File: config.mk
export PLATFORM = sky130hd
export DESIGN_NAME = input_port_ctrl_flat
export DESIGN_NICKNAME = d
export VERILOG_FILES = /design/src/rtl/input_port_ctrl_if.sv /design/src/rtl/input_port_ctrl.sv /design/src/flat_wrapper.sv
export SDC_FILE = /design/constraint.sdc
export NUM_CORES = 1
export LEC_CHECK = 0
export CAP_MARGIN = 20
export CELL_PAD_IN_SITES_DETAIL_PLACEMENT = 0
export CELL_PAD_IN_SITES_GLOBAL_PLACEMENT = 1
export CORE_MARGIN = 4
export CORE_UTILIZATION = 31
export CTS_BUF_LIST = sky130_fd_sc_hd__clkbuf_16
export DETAILED_ROUTE_END_ITERATION = 10
export GPL_TIMING_DRIVEN = 0
export PLACE_DENSITY_LB_ADDON = 0.1
export SETUP_SLACK_MARGIN = 0.15
export SYNTH_ARGS = -nofsm -noshare
export SYNTH_HDL_FRONTEND = slang
export SYNTH_SLANG_ARGS = --single-unit
File: constraint.sdc
create_clock -name Clock -period 1.3 [get_ports Clock]
set_clock_uncertainty 0.05 [all_clocks]
set_input_delay 0.26 -clock Clock [delete_from_list [all_inputs] [get_ports Clock]]
set_output_delay 0.26 -clock Clock [all_outputs]
set_load 0.02 [all_outputs]
File: src/rtl/input_port_ctrl_if.sv
// rtl/input_port_ctrl_if.sv - switch/button input port signal bundle
interface input_port_ctrl_if #(
    parameter int SW_WIDTH = 8
);
    logic [SW_WIDTH-1:0] Switches;
    logic                LoadBtn;
    logic                Strobe;
    logic [31:0]         INPort_Data;
    logic                DataReady;
    logic                Overrun;

    // Board/control side: drives the raw levels and the consume strobe
    modport master (
        output Switches,
        output LoadBtn,
        output Strobe,
        input  INPort_Data,
        input  DataReady,
        input  Overrun
    );

    // Peripheral side
    modport slave (
        input  Switches,
        input  LoadBtn,
        input  Strobe,
        output INPort_Data,
        output DataReady,
        output Overrun
    );
endinterface

File: src/rtl/input_port_ctrl.sv
// rtl/input_port_ctrl.sv - synchronized, debounced switch capture port with DataReady/Overrun
module input_port_ctrl #(
    parameter int SW_WIDTH        = 8,
    parameter int DEBOUNCE_CYCLES = 4
) (
    input logic          Clock,
    input logic          Reset,
    input_port_ctrl_if.slave port
);
    localparam int CNT_W = (DEBOUNCE_CYCLES > 2) ? $clog2(DEBOUNCE_CYCLES) : 1;
    localparam logic [CNT_W-1:0] CNT_MAX = CNT_W'(DEBOUNCE_CYCLES - 1);

    typedef enum logic {
        EMPTY = 1'b0,
        FULL  = 1'b1
    } state_t;

    logic                btn_m;
    logic                btn_s;
    logic [SW_WIDTH-1:0] sw_m;
    logic [SW_WIDTH-1:0] sw_s;
    logic                btn_stable;
    logic                btn_stable_q;
    logic [CNT_W-1:0]    cnt;
    logic                press;
    state_t              state;
    logic [31:0]         data_q;
    logic                ready_q;
    logic                overrun_q;

    // Two-flop synchronizers for the asynchronous button and switch levels
    always_ff @(posedge Clock or posedge Reset) begin
        if (Reset) begin
            btn_m <= 1'b0;
            btn_s <= 1'b0;
            sw_m  <= '0;
            sw_s  <= '0;
        end else begin
            btn_m <= port.LoadBtn;
            btn_s <= btn_m;
            sw_m  <= port.Switches;
            sw_s  <= sw_m;
        end
    end

    // Debouncer: accept a new button level only after it disagrees for DEBOUNCE_CYCLES cycles in a row
    always_ff @(posedge Clock or posedge Reset) begin
        if (Reset) begin
            btn_stable   <= 1'b0;
            btn_stable_q <= 1'b0;
            cnt          <= '0;
        end else begin
            btn_stable_q <= btn_stable;
            if (btn_s == btn_stable) begin
                cnt <= '0;
            end else if (cnt == CNT_MAX) begin
                btn_stable <= btn_s;
                cnt        <= '0;
            end else begin
                cnt <= cnt + 1'b1;
            end
        end
    end

    // Rising edge of the debounced level is a press; releases are ignored
    assign press = btn_stable & ~btn_stable_q;

    // EMPTY/FULL holding register; a same-cycle consume and press replaces the value without overrun
    always_ff @(posedge Clock or posedge Reset) begin
        if (Reset) begin
            state     <= EMPTY;
            data_q    <= '0;
            ready_q   <= 1'b0;
            overrun_q <= 1'b0;
        end else begin
            case (state)
                EMPTY: begin
                    if (press) begin
                        data_q  <= 32'(sw_s);
                        ready_q <= 1'b1;
                        state   <= FULL;
                    end
                end
                FULL: begin
                    if (press && port.Strobe) begin
                        data_q <= 32'(sw_s);
                    end else if (port.Strobe) begin
                        ready_q <= 1'b0;
                        state   <= EMPTY;
                    end else if (press) begin
                        overrun_q <= 1'b1;
                    end
                end
                default: begin
                    ready_q <= 1'b0;
                    state   <= EMPTY;
                end
            endcase
        end
    end

    assign port.INPort_Data = data_q;
    assign port.DataReady   = ready_q;
    assign port.Overrun     = overrun_q;
endmodule

File: src/flat_wrapper.sv
// flat-port wrapper written by rule: the top's interface ports become plain ports
module input_port_ctrl_flat 
#(
    parameter int SW_WIDTH        = 8,
    parameter int DEBOUNCE_CYCLES = 4
)
  (Clock, Reset, port_Switches, port_LoadBtn, port_Strobe, port_INPort_Data, port_DataReady, port_Overrun);
  input_port_ctrl_if #(.SW_WIDTH(SW_WIDTH)) port_i ();
  input logic Clock;
  input logic Reset;
  input wire logic [$bits(port_i.Switches)-1:0] port_Switches;
  input wire logic [$bits(port_i.LoadBtn)-1:0] port_LoadBtn;
  input wire logic [$bits(port_i.Strobe)-1:0] port_Strobe;
  output wire logic [$bits(port_i.INPort_Data)-1:0] port_INPort_Data;
  output wire logic [$bits(port_i.DataReady)-1:0] port_DataReady;
  output wire logic [$bits(port_i.Overrun)-1:0] port_Overrun;
  assign port_i.Switches = port_Switches;
  assign port_i.LoadBtn = port_LoadBtn;
  assign port_i.Strobe = port_Strobe;
  assign port_INPort_Data = port_i.INPort_Data;
  assign port_DataReady = port_i.DataReady;
  assign port_Overrun = port_i.Overrun;
  input_port_ctrl #(.SW_WIDTH(SW_WIDTH), .DEBOUNCE_CYCLES(DEBOUNCE_CYCLES)) u_core (.Clock(Clock), .Reset(Reset), .port(port_i));
endmodule
==> results.yml, run 1 <==
global_routing:
  grt_pass1_wl_mm: 3.15
  grt_max_degree: 25
  grt_util_all_layers_pct: 8.35
  grt_pass1_vias: 713
  antenna_found_initial: 0
  globalRouteOverflowTotal: 0
cts:
  numCtsBuffers: 5
  htree_levels: 2
  cts.sinks: 33
  cts.clk_slew.worst_paths_ns: 0.05
  clock_insertion_delay_worst_skew_ns: 0.27
  ctsHoldBuffers: 0
  tritoncts: "done"
  cts_max_path_buffers: 2
  clockRootBuffer: "clkbuf_16"
worst_setup_path:
  r2r_setup_slack_ns: -0.02
  r2r-start: "u_core.state$_DFF_PP0_"
  crit_type: "reg2reg"
  critPathRequiredTime_ns: 1.40
  r2r-end: "u_core.port.INPort_Data[0]$_DFFE_PP0P_"
  crit_path_start_kind: "register"
  endpoint_kind: "register"
  arrival_ns: 1.42
  r2r_cells: 4
  crit_path_max_fanout: 8
synthesis:
  synth_cells: 82
  synth-xor-area-share_pct: 0.692
  syn_avg_cell_area_sq_um: 15.4
  synth_top_family_by_area: "buffers and inverters"
  synthTopCellsByArea: "dfrtp_1 65%, buf_4 14%, mux2_4 9.5%"
  synth_warnings: 0
  yosys.area.top_type: "dfrtp_1"
  synth-compound-area-share_pct: 1.38
  syn-cell-area_sq_um: 1260
  synthMuxAreaShare_pct: 10.4
  synth_cell_types: 17
  synth_top_cell_area_share_pct: 65.3
  synth-seq-cells: 33
  yosys.area_share.simple_pct: 4.55
  synthAdderAreaFrac_pct: 0.989
  synth_seq_area_share_pct: 65.3
cells_and_area:
  final_core_util_pct: 46.7
  drive_gt1_share_pct: 41.3
  syn_to_final_growth_pct: 40.3
  multi_input_area_sq_um: 325
  seq_area_sq_um: 826
  nFillCells: 354
  diodes: 0
  nNetsFinal: 151
  design_area_sq_um: 1770
floorplanning:
  ios: 46
  core-area_sq_um: 3800
  rows: 22
  die_w_um: 71.9
  dieArea_sq_um: 5170
  initial_core_util_pct: 33.3
  die_h_um: 71.9
pwr:
  p_switching_uw: 1080
  p_int_uw: 2670
  pwr-share-clk_pct: 27.7
  p_comb_share_pct: 34.2
  p_leak_uw: 0.000915
  swShare_pct: 28.8
  share_seq_of_total_power_pct: 38.1
  ir_worst_vdd_uv: 779
  powerDensity_nw_per_um2: 2110
routing:
  drc_errors: 0
  detail-route-antenna-nets: 0
  firstDrtPassIters: 3
  wirelength_mm: 1.98
  drtIter0Drc: 10
  vias: 679
  wl_per_cell_um: 10.6
  via_per_inst: 3.65
sta:
  final-hold-violation-count: 0
  setup-violations-final: 8
  rsz0062_at_grt: "yes"
  period_minus_slack_ns: 1.32
  timing.final.ws_setup_ns: -0.0240
  fin_crit_sh_pct: 102
  holdWs_ns: 0.260
  finalSetupTns_ns: -0.168
  slew_violations: 0
  max_freq_mhz: 755
flow_run:
  drv_cap: 0
place:
  portBuffers: 21
  dp_hpwl_mm: 1.36
  placed_area_sq_um: 1650
  place_congestion: 0.657
status:
  violations: "setup timing"
  outcome: "complete, but fails checks"
min_path:
  hold_path_class: "in2async"
[critical path: stages, from the launching register on]
cell	delay, ns
dfrtp_1	0.36
and2b_2	0.22
nor2b_4	0.13
buf_12	0.14
mux2_4	0.30
[layout make-up]
type	count	share of cell area, %
buffer	25	11.3
clock buffer	5	7.05
clock inverter	2	0.423
inverter	2	0.423
multi-input combinational	45	18.3
sequential	33	46.5
tap	48	3.39
timing repair buffer	26	12.6
[repair_timing]
item / CTS / global route
setup endpoints to repair: 18 / 9
cloned: 0 / 0
buffers inserted: 3 / 1
endpoints found under the hold margin: 0 / 0
resized for setup: 41 / 3
[flip-flops by register name, summed over array words and instances (netlist names)]
name	cells
u_core.port.INPort_Data	8
u_core.sw_m	8
u_core.sw_s	8
u_core.cnt	2
u_core.btn_m	1
u_core.btn_s	1
u_core.btn_stable	1
u_core.btn_stable_q	1
u_core.port.DataReady	1
u_core.port.Overrun	1
u_core.state	1
[routing by layer]
| layer | up-vias | GRT usage [%] | wire length, um |
|---|---|---|---|
| met5 | - | 0 | 0 |
| met3 | 4 | 4.77 | 221 |
| met1 | 318 | 8.75 | 788 |
| li1 | 318 | - | - |
| met2 | 39 | 13.0 | 933 |
| met4 | 0 | 5.01 | 35 |
[power groups by stage]
| stage | sequential, uW | combinational [uW] | clock, uW |
|---|---|---|---|
| floorplan | 1630 | 683 | 0 |
| global placement | 1450 | 1300 | 0 |
| detailed placement | 1460 | 1320 | 0 |
| global route | 1460 | 1380 | 1130 |
| finish | 1430 | 1280 | 1040 |
| CTS | 1430 | 1240 | 1070 |
[layout by cell type, fill, tap and decap left out]
master,Yosys,layout
conb_1,1,24
buf_6,0,1
clkbuf_16,0,5
buf_4,24,28
clkinv_1,0,1
nand2_1,1,1
mux2_1,1,1
ha_1,1,1
xnor2_2,0,1
buf_16,0,1
a21o_1,1,1
or2_1,1,1
buf_12,1,1
dlygate4sd2_1,0,1
a21oi_1,2,2
nor2b_1,1,1
dfrtp_1,33,33
nor3_1,1,1
inv_1,2,3
mux2_4,8,8
clkdlybuf4s50_1,0,10
buf_2,0,9
nor2b_4,2,2
and2b_2,1,1
[cells in the mapped netlist]
cell,count
dfrtp_1,33
buf_4,24
mux2_4,8
a21oi_1,2
inv_1,2
nor2b_4,2
a21o_1,1
and2b_2,1
buf_12,1
conb_1,1
ha_1,1
mux2_1,1
nand2_1,1
nor2b_1,1
nor3_1,1
or2_1,1
xnor2_1,1
[metrics by stage]
| stage | cells | power (uW) | setup slack [ns] |
|---|---|---|---|
| global route | 186 | 3970 | -0.0579 |
| global placement | 174 | 2740 | -0.454 |
| floorplan | 105 | 2310 | 0.00201 |
| CTS | 185 | 3750 | -0.0329 |
| detailed placement | 175 | 2780 | -0.430 |
| finish | 186 | 3750 | -0.0240 |
[cells by family after synthesis]
logic type                 Yosys count
and+or+nand+nor                      7
xor gates and xnor gates             1
adders and majority gates            1
muxes                                9
other                                1
buffers and inverters               27
AOI/OAI and AO/OA                    3
DFF                                 33
[worst max path at each step]
stage                                             end                           from  depth (start not counted)  slack, ns
3_5_place_dp   u_core.port.INPort_Data[2]$_DFFE_PP0P_                    port_Strobe                          5      -0.43
2_1_floorplan  u_core.port.INPort_Data[0]$_DFFE_PP0P_         u_core.state$_DFF_PP0_                          4      0.002
3_3_place_gp   u_core.port.INPort_Data[5]$_DFFE_PP0P_                          Reset                          2      -0.45
4_1_cts        u_core.port.INPort_Data[0]$_DFFE_PP0P_         u_core.state$_DFF_PP0_                          4      -0.03
5_1_grt        u_core.port.INPort_Data[0]$_DFFE_PP0P_  u_core.btn_stable$_DFFE_PP0P_                          4      -0.06
6_report       u_core.port.INPort_Data[0]$_DFFE_PP0P_         u_core.state$_DFF_PP0_                          4      -0.02
Note: power is estimated with default switching activity, not from simulation.
==> inputs of run 2 (changes only) <==
--- a/config.mk
+++ b/config.mk
@@ -11,10 +11,12 @@
 export CORE_MARGIN = 4
 export CORE_UTILIZATION = 31
 export CTS_BUF_LIST = sky130_fd_sc_hd__clkbuf_16
+export CTS_CLUSTER_DIAMETER = 50
 export DETAILED_ROUTE_END_ITERATION = 10
 export GPL_TIMING_DRIVEN = 0
 export PLACE_DENSITY_LB_ADDON = 0.1
 export SETUP_SLACK_MARGIN = 0.15
+export SLEW_MARGIN = 20
 export SYNTH_ARGS = -nofsm -noshare
 export SYNTH_HDL_FRONTEND = slang
 export SYNTH_SLANG_ARGS = --single-unit
==> run 2 against run 1 <==
The flow still finishes with violations (setup timing); worst hold slack improved by 0.032 ns; utilization shrank 0.96 points; global-route usage fell by 0.44 points; flip-flop and latch count unchanged; largest cell class unchanged; via count is 1.8% lower; clock power barely moved; first-iteration DRC count grew 90%.
==> results.yml, run 2 (synthesis gave the netlist of run 1 again) <==
worst_setup_path:
  critPathRequiredTime_ns: 1.40
  arrival_ns: 1.43
  crit_type: "reg2reg"
  r2r-start: "u_core.state$_DFF_PP0_"
  endpoint_kind: "register"
  r2r-end: "u_core.port.INPort_Data[2]$_DFFE_PP0P_"
  crit_path_max_fanout: 8
  crit_path_start_kind: "register"
  r2r_setup_slack_ns: -0.03
  r2r_cells: 4
global_routing:
  grt_util_all_layers_pct: 7.91
  antenna_found_initial: 0
  grt_pass1_vias: 668
  grt_max_degree: 34
  grt_pass1_wl_mm: 2.98
  globalRouteOverflowTotal: 0
pwr:
  p_switching_uw: 1070
  pwr-share-clk_pct: 28.0
  powerDensity_nw_per_um2: 2150
  share_seq_of_total_power_pct: 38.4
  p_comb_share_pct: 33.6
  swShare_pct: 28.7
  p_leak_uw: 0.000893
  p_int_uw: 2660
  ir_worst_vdd_uv: 755
sta:
  period_minus_slack_ns: 1.33
  rsz0062_at_grt: "yes"
  slew_violations: 0
  worst_slew_pin_slew_ns: 0.653
  final-hold-violation-count: 0
  fin_crit_sh_pct: 102
  setup-violations-final: 8
  relSlewSlack_pct: 56.4
  timing.final.ws_setup_ns: -0.0304
  max_freq_mhz: 752
place:
  dp_hpwl_mm: 1.29
  place_congestion: 0.657
  place_ws_ns: -0.429
  portBuffers: 21
floorplanning:
  initial_core_util_pct: 33.3
  dieArea_sq_um: 5170
  ios: 46
  rows: 22
  core-area_sq_um: 3800
  die_h_um: 71.9
  die_w_um: 71.9
cts:
  numCtsBuffers: 5
  clock_insertion_delay_worst_skew_ns: 0.27
  clockRootBuffer: "clkbuf_16"
  cts_max_path_buffers: 2
  htree_levels: 2
  cts.clk_slew.worst_paths_ns: 0.05
  tritoncts: "done"
  cts.sinks: 33
cells_and_area:
  syn_to_final_growth_pct: 37.4
  nNetsFinal: 149
  diodes: 0
  mostFrequentLayoutCells: "33 x dfrtp_1, 27 x buf_4, 24 x conb_1"
  final_core_util_pct: 45.8
  drive_gt1_share_pct: 40.4
  nFillCells: 344
  final_common_cell: "dfrtp_1"
min_path:
  min_path_cells: 0
  hold_start: "u_core.sw_m[1]$_DFF_PP0_"
  hold_path_end: "u_core.sw_s[1]$_DFF_PP0_"
  hold_path_class: "reg2reg"
routing:
  drc_errors: 0
  via_per_inst: 3.63
  vias: 667
  detail-route-antenna-nets: 0
  firstDrtPassIters: 2
  wl_per_cell_um: 9.98
  wirelength_mm: 1.84
  drtIter0Drc: 19
status:
  violations: "setup timing"
  outcome: "complete, but fails checks"
flow_run:
  drv_cap: 0
## run 2: cell count changes in the layout (fill, tap and decap cells not counted), sizes merged
cell / before / now
buf: 40 / 38
## run 2: layer usage
metal,track usage [%],share of wire [%]
met5,0,0
met3,4.63,12
met4,5.64,3.1
met1,8.23,40
met2,11.8,45
## run 2: area by class of cell
type / count / area [sq um] / share of cell area (%)
clock inverters: 2 / 7.51 / 0.432
flip-flops and latches: 33 / 826 / 47.5
repair buffers: 24 / 194 / 11.2
plain buffers: 25 / 200 / 11.5
well taps: 48 / 60.1 / 3.46
multi-input cells: 45 / 318 / 18.3
clock buffers: 5 / 125 / 7.20
inverters: 2 / 7.51 / 0.432
## run 2: stage by stage
step	hold slack, ns	TNS [ns]	total power, uW	cells	area (sq um)
final	0.292	-0.223	3730	184	1740
after global routing	0.306	-0.492	3940	184	1740
after CTS	0.296	-0.303	3730	183	1720
after detailed placement	0.285	-3.48	2770	174	1620
after global placement	0.281	-18.45	2740	174	1620
after floorplan	0.241	0	2310	105	1350
## run 2: worst max path at each step
| stage | startpoint | end | slack (ns) | depth (start not counted) |
|---|---|---|---|---|
| 5_1_grt | u_core.state$_DFF_PP0_ | u_core.port.INPort_Data[2]$_DFFE_PP0P_ | -0.06 | 4 |
| 3_3_place_gp | Reset | u_core.port.INPort_Data[5]$_DFFE_PP0P_ | -0.45 | 2 |
| 6_report | u_core.state$_DFF_PP0_ | u_core.port.INPort_Data[2]$_DFFE_PP0P_ | -0.03 | 4 |
| 2_1_floorplan | u_core.state$_DFF_PP0_ | u_core.port.INPort_Data[0]$_DFFE_PP0P_ | 0.002 | 4 |
| 3_5_place_dp | port_Strobe | u_core.port.INPort_Data[2]$_DFFE_PP0P_ | -0.43 | 5 |
| 4_1_cts | u_core.state$_DFF_PP0_ | u_core.port.INPort_Data[2]$_DFFE_PP0P_ | -0.04 | 4 |
## run 2: timing repair
item                                    4_1_cts  5_1_grt
setup buffers                                 2        1
endpoints found under the setup margin       18       10
hold buffers                                  0        0
gates resized for setup                      41        4
## run 2: critical path, stage by stage (launching register included)
cell     delay, ns
dfrtp_1       0.37
and2b_2       0.22
nor2b_4       0.13
buf_12        0.14
mux2_4        0.30
## run 2: power by group through the flow
stage	combinational (uW)	clock, uW	sequential, uW
floorplan	683	0	1630
global placement	1300	0	1450
detailed placement	1310	0	1460
CTS	1220	1080	1430
global route	1350	1130	1460
finish	1250	1050	1430
==> inputs of run 3 (changes only) <==
--- a/config.mk
+++ b/config.mk
@@ -8,14 +8,13 @@
 export CAP_MARGIN = 20
 export CELL_PAD_IN_SITES_DETAIL_PLACEMENT = 0
 export CELL_PAD_IN_SITES_GLOBAL_PLACEMENT = 1
-export CORE_MARGIN = 4
 export CORE_UTILIZATION = 31
 export CTS_BUF_LIST = sky130_fd_sc_hd__clkbuf_16
 export CTS_CLUSTER_DIAMETER = 50
 export DETAILED_ROUTE_END_ITERATION = 10
 export GPL_TIMING_DRIVEN = 0
 export PLACE_DENSITY_LB_ADDON = 0.1
-export SETUP_SLACK_MARGIN = 0.15
+export SETUP_SLACK_MARGIN = 0.5
 export SLEW_MARGIN = 20
 export SYNTH_ARGS = -nofsm -noshare
 export SYNTH_HDL_FRONTEND = slang
==> run 3 against run 2 <==
The run still ends with setup timing left; register-to-register slack hardly changed; fmax is 0.72% lower; combinational power is 47% higher; global-route usage is 2.5 points higher; largest cell class unchanged; highest routed layer unchanged.
==> results.yml, run 3 (synthesis gave the netlist of run 1 again) <==
pwr:
  share_seq_of_total_power_pct: 33.8
  pwr-share-clk_pct: 24.1
  p_comb_share_pct: 42.1
  ir_worst_vdd_uv: 692
  p_int_uw: 3130
  p_leak_uw: 0.00101
  swShare_pct: 28.1
  powerDensity_nw_per_um2: 2170
  p_switching_uw: 1220
  total_power_uw: 4360
cts:
  cts.sinks: 33
  htree_levels: 2
  cts_max_path_buffers: 2
  tritoncts: "done"
  clockRootBuffer: "clkbuf_16"
  numCtsBuffers: 5
  cts.clk_slew.worst_paths_ns: 0.05
  clock_insertion_delay_worst_skew_ns: 0.27
worst_setup_path:
  r2r_setup_slack_ns: -0.04
  critPathMaxStageDelay_ns: 0.37
  worst_path_max_delay_cell: "dfrtp_1"
  crit_path_max_fanout: 8
  endpoint_kind: "register"
  r2r_cells: 4
  crit_start: "u_core.state$_DFF_PP0_"
  r2r-end: "u_core.port.INPort_Data[0]$_DFFE_PP0P_"
  arrival_ns: 1.44
  r2r-start: "u_core.state$_DFF_PP0_"
  critPathRequiredTime_ns: 1.40
  crit_chain: "and2b_2, nor2b_4, buf_12, mux2_4"
  crit_path_start_kind: "register"
  crit_type: "reg2reg"
global_routing:
  globalRouteOverflowTotal: 0
  grt_util_all_layers_pct: 10.4
  antenna_found_initial: 0
  grt_max_degree: 18
  grt_pass1_vias: 676
  grt_pass1_wl_mm: 3.08
sta:
  slew_violations: 0
  holdWs_ns: 0.278
  rsz0062_at_grt: "yes"
  timing.final.ws_setup_ns: -0.0401
  final-hold-violation-count: 0
  setup-violations-final: 8
  finalSetupTns_ns: -0.289
  period_minus_slack_ns: 1.34
  fin_crit_sh_pct: 103
  max_freq_mhz: 746
place:
  portBuffers: 21
  placed_area_sq_um: 1630
  dpl.cell_count: 174
  dp_hpwl_mm: 1.10
  place_congestion: 0.587
status:
  violations: "setup timing"
  outcome: "complete, but fails checks"
floorplanning:
  die_h_um: 65.9
  core-area_sq_um: 3800
  initial_core_util_pct: 33.3
  rows: 22
  dieArea_sq_um: 4340
  ios: 46
  die_w_um: 65.9
cells_and_area:
  mostFrequentLayoutCells: "37 x buf_4, 33 x dfrtp_1, 24 x conb_1"
  seq_area_sq_um: 826
  design_area_sq_um: 2010
  nNetsFinal: 166
  syn_to_final_growth_pct: 59.0
  nFillCells: 330
  multi_input_area_sq_um: 369
  diodes: 0
  drive_gt1_share_pct: 51.0
  final_common_cell: "buf_4"
  instances_no_fill: 201
routing:
  vias: 736
  via_per_inst: 3.66
  detail-route-antenna-nets: 0
  drc_errors: 0
  firstDrtPassIters: 2
  wl_per_cell_um: 9.49
  wirelength_mm: 1.91
  drtIter0Drc: 10
flow_run:
  drv_cap: 0
min_path:
  hold_path_class: "in2async"
## run 3: changes by cell type in the layout (fill, tap and decap cells not counted), moves of 2 or more
cell	change
buf_12	+2
buf_2	-8
clkinvlp_4	+2
buf_6	+12
buf_4	+10
## run 3: worst max-delay path, delay by kind of cell, from the launching register on
family,cells,cell delay (ns)
simple gates,2,0.35
mux,1,0.30
flops,1,0.37
buf+inv,1,0.15
## run 3: worst max-delay path by stage
stage,to,depth (start not counted)
global placement,u_core.port.INPort_Data[4]$_DFFE_PP0P_,5
global route,u_core.port.INPort_Data[6]$_DFFE_PP0P_,4
floorplan,u_core.port.INPort_Data[0]$_DFFE_PP0P_,4
CTS,u_core.port.INPort_Data[1]$_DFFE_PP0P_,4
detailed placement,u_core.port.INPort_Data[4]$_DFFE_PP0P_,5
finish,u_core.port.INPort_Data[0]$_DFFE_PP0P_,4
## run 3: cell type report
type	count	area share (%)
Sequential cell	33	41.1
Multi-Input combinational cell	45	18.4
Timing Repair Buffer	40	20.1
Clock buffer	5	6.22
Tap cell	48	2.99
Inverter	2	0.560
Clock inverter	2	0.373
Buffer	25	9.96
Timing Repair inverter	1	0.373
## run 3: metrics by stage
step                      setup WS, ns  utilization (%)
final                          -0.0401             52.9
after floorplan                0.00247                -
after detailed placement        -0.436             43.0
after global placement          -0.431             43.0
after global routing           -0.0844             52.9
after CTS                      -0.0420             49.6
## run 3: repair_timing
item,in CTS,in global routing
pin swaps,1,2
setup endpoints to repair,57,53
hold buffers,0,0
buffers inserted,8,11
cloned,1,0
resized for setup,68,5
## run 3: power by group through the flow
stage	Combinational, uW	Clock, uW	Sequential, uW
final	1840	1050	1470
after CTS	1620	1090	1470
after floorplan	701	0	1630
after global placement	1310	0	1440
after detailed placement	1330	0	1450
after global routing	1970	1130	1500
## run 3: metal layers
metal	track usage, %	vias up	wire (um)
met1	11.4	341	775
met2	15.9	40	926
met3	4.66	4	163
met4	7.34	0	42
li1	-	351	-
met5	0	-	0
